===== src/rtl/pc_pkg.sv =====
// Shared types and constants for the program-counter unit.
package pc_pkg;

    typedef enum logic [1:0] {
        BOOT = 2'd0,
        RUN  = 2'd1,
        HALT = 2'd2
    } pc_state_t;

    typedef enum logic [2:0] {
        SEL_HOLD  = 3'd0,
        SEL_INC   = 3'd1,
        SEL_REDIR = 3'd2,
        SEL_TRAP  = 3'd3,
        SEL_MRET  = 3'd4
    } pc_sel_t;

    // Low address bits that must be zero for a legal 32-bit instruction fetch.
    localparam logic [1:0] ALIGN_MASK = 2'b11;

endpackage


===== src/rtl/pc_next_sel.sv =====
// Priority encoder for the next-PC source: trap > mret > redirect > increment > hold.
module pc_next_sel
    import pc_pkg::*;
(
    input  logic       evt_en,
    input  logic       inc_en,
    input  logic       trap_valid,
    input  logic       mret_valid,
    input  logic       redirect_valid,
    input  logic [1:0] redirect_lsb,
    input  logic       fetch_ready,
    output pc_sel_t    sel,
    output logic       redir_mis
);

    always_comb begin
        sel       = SEL_HOLD;
        redir_mis = 1'b0;
        if (evt_en) begin
            if (trap_valid) begin
                sel = SEL_TRAP;
            end else if (mret_valid) begin
                sel = SEL_MRET;
            end else if (redirect_valid) begin
                sel       = SEL_REDIR;
                redir_mis = |(redirect_lsb & ALIGN_MASK);
            end else if (inc_en && fetch_ready) begin
                sel = SEL_INC;
            end
        end
    end

endmodule


===== src/rtl/pc_unit.sv =====
// RV32I program-counter unit: prioritised next-PC selection, fetch handshake,
// halt/resume and exception-PC capture.
module pc_unit
    import pc_pkg::*;
#(
    parameter int              XLEN         = 32,
    parameter logic [XLEN-1:0] RESET_VECTOR = '0,
    parameter logic [XLEN-1:0] TRAP_VECTOR  = 'h100,
    parameter int              PC_INC       = 4
) (
    input  logic            clk,
    input  logic            rst,
    input  logic            fetch_ready,
    input  logic            redirect_valid,
    input  logic [XLEN-1:0] redirect_target,
    input  logic            trap_valid,
    input  logic [XLEN-1:0] trap_pc,
    input  logic            mret_valid,
    input  logic            halt_req,
    output logic [XLEN-1:0] pc,
    output logic [XLEN-1:0] pc_plus_inc,
    output logic            fetch_valid,
    output logic [XLEN-1:0] epc,
    output logic            misaligned,
    output logic            halted
);

    pc_state_t       state, state_nx;
    pc_sel_t         sel;
    logic            redir_mis;
    logic            evt_en, inc_en;
    logic [XLEN-1:0] pc_nx, epc_nx;

    assign pc_plus_inc = pc + XLEN'(PC_INC);
    assign fetch_valid = (state == RUN);
    assign halted      = (state == HALT);

    always_comb begin
        state_nx = state;
        evt_en   = 1'b0;
        inc_en   = 1'b0;
        case (state)
            BOOT: state_nx = halt_req ? HALT : RUN;
            RUN: begin
                evt_en   = 1'b1;
                inc_en   = 1'b1;
                state_nx = halt_req ? HALT : RUN;
            end
            HALT: begin
                // Control flow changes still land while halted; only increment stops.
                evt_en   = 1'b1;
                state_nx = halt_req ? HALT : RUN;
            end
            default: state_nx = BOOT;
        endcase
    end

    pc_next_sel u_sel (
        .evt_en         (evt_en),
        .inc_en         (inc_en),
        .trap_valid     (trap_valid),
        .mret_valid     (mret_valid),
        .redirect_valid (redirect_valid),
        .redirect_lsb   (redirect_target[1:0]),
        .fetch_ready    (fetch_ready),
        .sel            (sel),
        .redir_mis      (redir_mis)
    );

    always_comb begin
        pc_nx  = pc;
        epc_nx = epc;
        case (sel)
            SEL_TRAP: begin
                pc_nx  = TRAP_VECTOR;
                epc_nx = trap_pc;
            end
            SEL_MRET: pc_nx = epc;
            SEL_REDIR: begin
                if (redir_mis) begin
                    pc_nx  = TRAP_VECTOR;
                    epc_nx = redirect_target;
                end else begin
                    pc_nx = redirect_target;
                end
            end
            SEL_INC: pc_nx = pc_plus_inc;
            default: ;
        endcase
    end

    always_ff @(posedge clk or negedge rst) begin
        if (!rst) begin
            state      <= BOOT;
            pc         <= RESET_VECTOR;
            epc        <= '0;
            misaligned <= 1'b0;
        end else begin
            state      <= state_nx;
            pc         <= pc_nx;
            epc        <= epc_nx;
            misaligned <= redir_mis;
        end
    end

endmodule

===== config.mk =====
export PLATFORM = sky130hd
export DESIGN_NAME = pc_unit
export DESIGN_NICKNAME = d
export VERILOG_FILES = /design/src/rtl/pc_pkg.sv /design/src/rtl/pc_next_sel.sv /design/src/rtl/pc_unit.sv
export SDC_FILE = /design/constraint.sdc
export NUM_CORES = 1
export LEC_CHECK = 0
export CAP_MARGIN = 20
export CORE_MARGIN = 2
export CORE_UTILIZATION = 39
export DETAILED_ROUTE_END_ITERATION = 8
export PLACE_DENSITY_LB_ADDON = 0.12
export SETUP_SLACK_MARGIN = 0.05
export SLEW_MARGIN = 40
export SYNTH_ARGS = -nofsm -noshare
export SYNTH_HDL_FRONTEND = slang
export SYNTH_HIERARCHICAL = 1
export SYNTH_SLANG_ARGS = --single-unit
export TNS_END_PERCENT = 30

===== constraint.sdc =====
create_clock -name clk -period 2.2 [get_ports clk]
set_input_delay 0.44 -clock clk [delete_from_list [all_inputs] [get_ports clk]]
set_output_delay 0.44 -clock clk [all_outputs]
set_load 0.005 [all_outputs]

==> summary.md, run 1 <==
| Metric | Value |
|---|---|
| Warning count from the yosys run | `6` |
| Source-to-sink clock delay at the later pin of the worst-skew pair | `0.35 ns` |
| Summed area of non-filler cells in the final layout | `7749 µm²` |
| Comb pwr share | `54.6%` |
| Starting utilization of the core area | `39.47%` |
| Reg2reg setup slack | `-0.09 ns` |
| Gp weighted congestion | `0.8510` |
| Failing checks | `negative setup slack` |
| Max IR drop VDD | `0.6034 mV` |
| First-pass iteration count of the detailed router | `5` |
| Startpoint of the lowest-slack register-to-register path | `pc[9]` |
| Kind of critical path | `register to primary output` |
| Aggregate global routing overflow | `0` |
| Overall via count from detail_route | `4749` |
| Number of antenna repair diodes | `0` |
| Final WS setup | `-0.3042 ns` |
| Total of endpoints with negative setup slack in the final report | `26` |
| Count of mapped cells out of synthesis | `427` |
| Number of buffers created by CTS | `9` |
| Static power due to leakage | `3.527 nW` |
| Actual transition at the worst max-transition pin | `0.4786 ns` |
| Vias per inst | `5.459` |
| Sinks on Clock Net | `67` |
| Part of the Yosys area used for sequential elements | `41.71%` |
| Master of the slowest instance on the critical path | `sky130_fd_sc_hd__dfrtp_1` |
| Clk slew on worst S/H paths | `0.08 ns` |
| Cell family with the largest share of critical-path delay | `buffers and inverters` |
| Vias in the first global route | `4711` |
| Internal power | `4.485 mW` |
| Post-detailed-placement half-perimeter wirelength | `10350 µm` |
| Remaining DRCs | `0` |
| CP Cell Sequence | `nand3_4, buf_6, nor4_4, buf_4, buf_6, nand4_1, xnor2_1, buf_2` |
| Post-synthesis to final-layout area growth | `92.75%` |
| Clock tree from TritonCTS | `done` |
| Final core utilization | `76.08%` |
| Clock tree root buffer cell | `sky130_fd_sc_hd__clkbuf_8` |
| Post-detailed-route wirelength per cell | `18.30 µm` |
| Worst-case clock buffer depth | `2` |
| Y dimension of the die | `105.5 µm` |
| Achievable clock frequency | `0.3993 GHz` |
| Row Count | `37` |
| Placed instance count | `803` |
| Largest fanout on the critical path | `4` |
| Element type at the critical path end | `primary output` |
| Worst Reg2Reg Path Length in Cells | `11` |
| Final Hold Fails | `0` |
| Crit Reg-Reg Endpoint | `pc[25]` |
| Number of synthesized flops with an enable pin | `0` |
| Total routing resource utilization after global routing | `26.79%` |
| Async set-reset flop share out of synthesis | `100.0%` |
| MaxCap Viol Count | `0` |
| Seq pwr share | `29.4%` |
| Largest stage delay on the critical path | `0.40 ns` |
| Final TNS setup | `-3.494 ns` |
| Cell area after synthesis | `4020 µm²` |
| Cell area after placement | `6634 µm²` |
| Time the final worst path needs with I/O delays and setup | `2.504 ns` |
| Ratio of total power to cell area | `898.8 nW/µm²` |
| Fraction of layout cells with a size suffix above 1 | `37.74%` |
| Number of nets in the layout | `804` |
| Number of nets still failing antenna checks after routing | `0` |
| Net Switching | `2.480 mW` |
| Die width | `105.5 µm` |
| Post-synth net total | `502` |
| Wire length of the first global-routing pass | `23810 µm` |
| Pin count of the biggest net entering global routing | `35` |
| Sum of routed wire length over all layers | `15930 µm` |
| Antenna violations before repair | `0` |
| Unique masters post-synth | `54` |
| Total power consumption of the routed design | `6.965 mW` |
| Relative max-transition margin | `68.10%` |
| Final hold slack | `0.03815 ns` |
| Seq cells post-synth | `67` |
| Hold buffers post-CTS | `0` |
| Synth Area per Inst | `9.415 µm²` |
| Setup repair after global routing missed its margin | `true` |
| Most used flip-flop cell after synthesis | `sky130_fd_sc_hd__dfrtp_1` |
| Clk network pwr share | `16.0%` |
| Die area | `11140 µm²` |
| Kind of start point of the critical path | `register` |
| First DRT Iteration DRCs | `249` |
| Dpl ws | `-0.3337 ns` |
| Path category of the worst min-delay check | `primary input to async pin` |
| Critical path required time | `1.76 ns` |
| Switching power as a share of total power | `35.60%` |
| Number of fillers in the final layout | `720` |
| I/O pin cnt | `170` |
| Most common cell type on the critical path | `sky130_fd_sc_hd__buf_6` |
| Final non-filler cell total | `870` |
| Max-slew violations | `0` |
| Arrival time worst endpoint | `2.06 ns` |
| Number of buffer cells added on primary ports | `169` |
| Area of the core region | `10180 µm²` |
| Status | `complete, but fails checks` |
| Portion of the clock cycle consumed by the worst path in the final layout | `113.8%` |
| Worst clock skew | `0.01025 ns` |
| H-tree level count | `3` |
| Bufs and invs on worst path | `4` |
-- routing by layer --
metal | track usage, % | up-vias | routed length, µm | share of wire, %
li1 | - | 2201 | - | -
met1 | 33.02 | 2303 | 6331 | 40
met2 | 47.70 | 207 | 8169 | 51
met3 | 5.195 | 38 | 1048 | 6.6
met4 | 7.425 | 0 | 375 | 2.4
met5 | 0 | - | 0 | 0
-- registers in the layout (all words and copies together), names as in the netlist --
| name | flops |
|---|---|
| pc | 32 |
| state | 2 |
| epc | 32 |
| misaligned | 1 |
-- what timing repair did --
item | in CTS | in global routing
setup endpoints to repair | 90 | 90
pin swaps | 35 | 36
cloned | 0 | 3
setup buffers | 33 | 23
resized for setup | 168 | 69
-- Yosys cell counts, drive strengths merged (2+ instances only) --
master | instances | area, µm²
dfrtp | 67 | 1677
nor2b | 3 | 18.77
buf | 13 | 68.81
nand4 | 8 | 71.32
a221o | 11 | 110.1
mux2i | 25 | 250.2
nand2b | 2 | 12.51
a221oi | 2 | 17.52
nor4 | 5 | 52.55
nor3 | 5 | 35.03
o21ai | 52 | 260.3
xnor2 | 24 | 210.2
a21oi | 13 | 65.06
nor2 | 13 | 53.80
nand3 | 15 | 85.08
o211a | 4 | 40.04
xor2 | 6 | 52.55
nand2 | 53 | 198.9
inv | 11 | 41.29
o311ai | 9 | 78.83
and2 | 4 | 27.53
a222oi | 2 | 20.02
a22oi | 25 | 187.7
and3 | 2 | 12.51
a31oi | 6 | 37.54
a22o | 8 | 70.07
ha | 4 | 50.05
o21a | 4 | 30.03
clkbuf | 18 | 68.81
-- cells in the final DEF, fill, tap and decap left out, types with 10 or more instances in the layout --
cell	n
sky130_fd_sc_hd__a21oi_1	13
sky130_fd_sc_hd__a221o_1	11
sky130_fd_sc_hd__a22oi_1	24
sky130_fd_sc_hd__buf_12	10
sky130_fd_sc_hd__buf_2	24
sky130_fd_sc_hd__buf_4	119
sky130_fd_sc_hd__buf_6	22
sky130_fd_sc_hd__clkbuf_8	11
sky130_fd_sc_hd__clkdlybuf4s50_1	140
sky130_fd_sc_hd__dfrtp_1	66
sky130_fd_sc_hd__mux2i_1	25
sky130_fd_sc_hd__nand2_1	42
sky130_fd_sc_hd__o21ai_0	46
sky130_fd_sc_hd__xnor2_2	16
-- power by group through the flow --
stage	registers, mW	clock network [mW]	logic (mW)
after detailed placement	2.04	0	3.37
after global placement	2.03	0	3.33
after global routing	2.10	1.18	4.08
after CTS	2.03	1.12	3.55
after floorplan	2.13	0	1.03
final	2.05	1.12	3.80
-- cells by family after synthesis --
family / after synthesis / share of synthesized area [%]
compound gates: 141 / 23.87
simple gates: 118 / 15.97
flops: 67 / 41.71
buf+inv: 42 / 4.450
xor+xnor: 30 / 6.536
mux: 25 / 6.225
fa+ha+maj: 4 / 1.245
-- final cells by class --
cell class	count	area (µm²)	share of cell area, %
Inverter	11	48.80	0.6297
Tap cell	136	170.2	2.196
Multi-Input combinational cell	318	2678	34.56
Clock inverter	5	60.06	0.7751
Clock buffer	11	151.4	1.954
Timing Repair Buffer	322	2963	38.24
Sequential cell	67	1678	21.65
-- worst max-delay path by stage --
stage	start	end	cells after the start
final	pc[9]	pc_plus_inc[25]	8
after global routing	pc[9]	pc_plus_inc[25]	8
after CTS	pc[2]	pc_plus_inc[30]	8
after detailed placement	mret_valid	pc[18]	8
after global placement	pc[2]	pc_plus_inc[30]	7
after floorplan	state[1]	pc[6]	10
No activity file was read; power rests on OpenSTA's default activity.
==> run 2, diff against run 1 <==
--- a/config.mk
+++ b/config.mk
@@ -14,6 +14,5 @@
 export SLEW_MARGIN = 40
 export SYNTH_ARGS = -nofsm -noshare
 export SYNTH_HDL_FRONTEND = slang
-export SYNTH_HIERARCHICAL = 1
 export SYNTH_SLANG_ARGS = --single-unit
 export TNS_END_PERCENT = 30
==> run 2 against run 1 <==
Net effect: the run still ends with negative setup slack left; maximum frequency is 6.8% lower; worst hold slack better by 0.050 ns; worst setup slack worse by 0.18 ns; routed wire length is 6.7% higher; design area is 3.5% lower; utilization is 3.0 points lower; via count is 8.7% higher; total power is 28% lower; critical endpoint is now pc_plus_inc[28]; largest cell class unchanged.
==> summary.md, run 2 <==
| Metric | Value |
|---|---|
| Bufs and invs on worst path | `4 (unchanged)` |
| Die width | `106.3 µm (+0.72%)` |
| Aggregate global routing overflow | `0 (unchanged)` |
| Synth Area per Inst | `8.554 µm² (-9.1%)` |
| Clock tree from TritonCTS | `done` |
| Post-synth net total | `552 (+10%)` |
| Post-detailed-route wirelength per cell | `18.63 µm (+1.8%)` |
| Warning count from the yosys run | `0 (-6)` |
| Kind of critical path | `register to primary output` |
| Max IR drop VDD | `0.3703 mV (-39%)` |
| Largest registers | `epc: 32 flops, pc: 32 flops, state: 2 flops` |
| Sinks on Clock Net | `67 (unchanged)` |
| Largest stage delay on the critical path | `0.39 ns (about the same)` |
| Total routing resource utilization after global routing | `28.59% (+1.8 points)` |
| Wire length of the first global-routing pass | `25260 µm (+6.1%)` |
| Overall via count from detail_route | `5161 (+8.7%)` |
| Status | `complete, but fails checks` |
| Hold buffers post-CTS | `0 (unchanged)` |
| First DRT Iteration DRCs | `330 (+33%)` |
| Starting utilization of the core area | `39.88% (+0.41 points)` |
| Most instantiated library cell after synthesis | `sky130_fd_sc_hd__nand2_1` |
| Most used flip-flop cell after synthesis | `sky130_fd_sc_hd__dfrtp_1` |
| Summed area of non-filler cells in the final layout | `7476 µm² (-3.5%)` |
| Failing checks | `negative setup slack` |
| Count of mapped cells out of synthesis | `477 (+12%)` |
| Number of synthesized flops with an enable pin | `0 (unchanged)` |
| Number of buffers created by CTS | `9 (unchanged)` |
| Number of fillers in the final layout | `767 (+6.5%)` |
| Final core utilization | `73.07% (-3.0 points)` |
| Share of the synthesized area in the top cell type | `41.09% (-0.61 points)` |
| Die area | `11300 µm² (+1.4%)` |
| Number of nets in the layout | `846 (+5.2%)` |
| Fraction of layout cells with a size suffix above 1 | `31.70% (-6.0 points)` |
| Number of nets still failing antenna checks after routing | `0 (unchanged)` |
| Reg2reg setup slack | `-0.23 ns (-0.14 ns)` |
| Remaining DRCs | `0 (unchanged)` |
| Path category of the worst min-delay check | `primary input to async pin` |
| Number of antenna repair diodes | `0 (unchanged)` |
| Static power due to leakage | `3.329 nW (-5.6%)` |
| Source-to-sink clock delay at the later pin of the worst-skew pair | `0.36 ns (about the same)` |
| Clk slew on worst S/H paths | `0.08 ns (about the same)` |
| Gp weighted congestion | `0.9052 (+6.4%)` |
| Sum of routed wire length over all layers | `16990 µm (+6.7%)` |
| Final WS setup | `-0.4872 ns (-0.1830 ns)` |
| Commonest non-fill, non-tap cell in the layout | `sky130_fd_sc_hd__clkdlybuf4s50_1` |
| Final hold slack | `0.08776 ns (+0.04961 ns)` |
| Unique masters post-synth | `55 (+1.9%)` |
| Total power consumption of the routed design | `5.006 mW (-28%)` |
| Y dimension of the die | `106.3 µm (+0.72%)` |
| Cell family with the largest share of critical-path delay | `simple AND/OR/NAND/NOR gates` |
| Portion of the clock cycle consumed by the worst path in the final layout | `122.1% (+8.3 points)` |
| Final Hold Fails | `0 (unchanged)` |
| H-tree level count | `3 (unchanged)` |
| Depth of the critical timing path with buffers and inverters included | `8 (unchanged)` |
| Relative max-transition margin | `64.74% (-3.4 points)` |
| Cell area after synthesis | `4080 µm² (+1.5%)` |
| Ratio of total power to cell area | `669.6 nW/µm² (-26%)` |
| Cell type contributing the most total cell area after synthesis | `sky130_fd_sc_hd__dfrtp_1` |
| I/O pin cnt | `170 (unchanged)` |
| Actual transition at the worst max-transition pin | `0.5222 ns (+0.04367 ns)` |
| MaxCap Viol Count | `0 (unchanged)` |
| Most instantiated cells after synthesis | `sky130_fd_sc_hd__nand2_1, sky130_fd_sc_hd__dfrtp_1, sky130_fd_sc_hd__nor2_1, sky130_fd_sc_hd__a31oi_1, sky130_fd_sc_hd__nand3_1` |
| Async set-reset flop share out of synthesis | `100.0% (unchanged)` |
| Crit Reg-Reg Endpoint | `pc[18]` |
| Largest fanout on the critical path | `2 (-2)` |
| Achievable clock frequency | `0.3721 GHz (-6.8%)` |
| Worst-case clock buffer depth | `2 (unchanged)` |
| Time the final worst path needs with I/O delays and setup | `2.687 ns (+0.1830 ns)` |
| Element type at the critical path end | `primary output` |
| First-pass iteration count of the detailed router | `5 (unchanged)` |
| Dpl ws | `-0.2217 ns (+0.1120 ns)` |
| Max-slew violations | `0 (unchanged)` |
| Total of endpoints with negative setup slack in the final report | `19 (-27%)` |
| Seq cells post-synth | `67 (unchanged)` |
| Cell area after placement | `6670 µm² (+0.55%)` |
| CP Cell Sequence | `nand3_2, nor4_4, buf_4, clkbuf_16, buf_6, nand4_1, xnor2_1, buf_2` |
| Commonest non-fill, non-tap cells in the layout | `sky130_fd_sc_hd__clkdlybuf4s50_1, sky130_fd_sc_hd__buf_4, sky130_fd_sc_hd__nand2_1` |
| Setup repair after global routing missed its margin | `true` |
| Pin count of the biggest net entering global routing | `68 (+94%)` |
| Critical path required time | `1.76 ns (about the same)` |
| Worst clock skew | `0.006452 ns (-0.003795 ns)` |
| Vias in the first global route | `5055 (+7.3%)` |
| Post-detailed-placement half-perimeter wirelength | `11200 µm (+8.2%)` |
| Arrival time worst endpoint | `2.25 ns (+0.19 ns)` |
| Antenna violations before repair | `0 (unchanged)` |
| Startpoint of the lowest-slack register-to-register path | `pc[16]` |
| Master of the slowest instance on the critical path | `sky130_fd_sc_hd__dfrtp_1` |
| Number of buffer cells added on primary ports | `169 (unchanged)` |
| Kind of start point of the critical path | `register` |
| Largest cells by area after synthesis | `sky130_fd_sc_hd__dfrtp_1, sky130_fd_sc_hd__nand2_1, sky130_fd_sc_hd__a31oi_1` |
| Vias per inst | `5.659 (+3.7%)` |
| Post-synthesis to final-layout area growth | `83.23%` |
| Part of the Yosys area used for sequential elements | `41.09% (-0.61 points)` |
| Area of the core region | `10230 µm² (+0.45%)` |
| Clock tree root buffer cell | `sky130_fd_sc_hd__clkbuf_8` |
| Worst Reg2Reg Path Length in Cells | `16 (+5)` |
| Row Count | `37 (unchanged)` |
run 2: final cells by class:
class / count / area [µm²] / share of cell area, %
timing repair buffer: 321 / 2959 / 39.58
multi-input combinational: 364 / 2470 / 33.04
sequential: 67 / 1678 / 22.44
tap: 136 / 170.2 / 2.276
clock buffer: 9 / 123.9 / 1.657
clock inverter: 7 / 45.04 / 0.6025
inverter: 8 / 30.03 / 0.4017
run 2: cells by family (layout without fill, tap and decap cells):
logic type	count (synthesis)	after routing	synth area share, %
compound gates	129	129	22.39
fa+ha+maj	4	4	1.227
flops	67	67	41.09
simple gates	203	203	23.34
xor+xnor	28	28	6.010
buf+inv	46	345	5.949
run 2: timing repair:
action	4_1_cts	5_1_grt
buffers inserted	31	17
setup endpoints to repair	32	61
gates resized for setup	122	67
pin swaps	30	37
gates cloned	1	1
run 2: metal layers:
metal  vias up  global-route usage, %  wire length (µm)
met2       292                  47.85              8230
met4         0                  10.62               523
met3        41                  4.231              1458
li1       2339                      -                 -
met5         -                      0                 0
met1      2489                  37.47              6773
run 2: worst max path at each step:
| stage | startpoint | end | slack, ns |
|---|---|---|---|
| 6_report | pc[16] | pc_plus_inc[28] | -0.49 |
| 4_1_cts | pc[10] | pc_plus_inc[28] | -0.33 |
| 5_1_grt | pc[16] | pc_plus_inc[28] | -0.50 |
| 3_5_place_dp | mret_valid | pc[25] | -0.22 |
| 2_1_floorplan | state[0] | pc[27] | 0.06 |
| 3_3_place_gp | mret_valid | pc[25] | -0.20 |
run 2: report_power, final:
| group | leakage [nW] | switching [mW] | internal (mW) | total (mW) |
|---|---|---|---|---|
| registers | 0.806 | 0.252 | 1.51 | 1.76 |
| clock network | 0.0770 | 0.535 | 0.402 | 0.937 |
| logic | 2.45 | 0.974 | 1.33 | 2.30 |
run 2: stage by stage:
step / std cells / TNS (ns)
final: 912 / -4.619
after global routing: 912 / -6.059
after CTS: 900 / -3.580
after detailed placement: 852 / -4.792
after global placement: 852 / -3.783
after floorplan: 477 / 0
run 2: worst reg2reg max path, stage by stage (launching register included):
cell	delay (ns)
sky130_fd_sc_hd__dfrtp_1	0.39
sky130_fd_sc_hd__nand3_2	0.15
sky130_fd_sc_hd__buf_4	0.17
sky130_fd_sc_hd__buf_6	0.10
sky130_fd_sc_hd__buf_6	0.11
sky130_fd_sc_hd__nor2_1	0.09
sky130_fd_sc_hd__nand4_1	0.15
sky130_fd_sc_hd__buf_4	0.17
sky130_fd_sc_hd__buf_6	0.11
sky130_fd_sc_hd__buf_6	0.11
sky130_fd_sc_hd__buf_6	0.11
sky130_fd_sc_hd__buf_6	0.11
sky130_fd_sc_hd__buf_6	0.10
sky130_fd_sc_hd__buf_6	0.10
sky130_fd_sc_hd__buf_6	0.10
sky130_fd_sc_hd__o31a_1	0.23
sky130_fd_sc_hd__o21ai_1	0.07
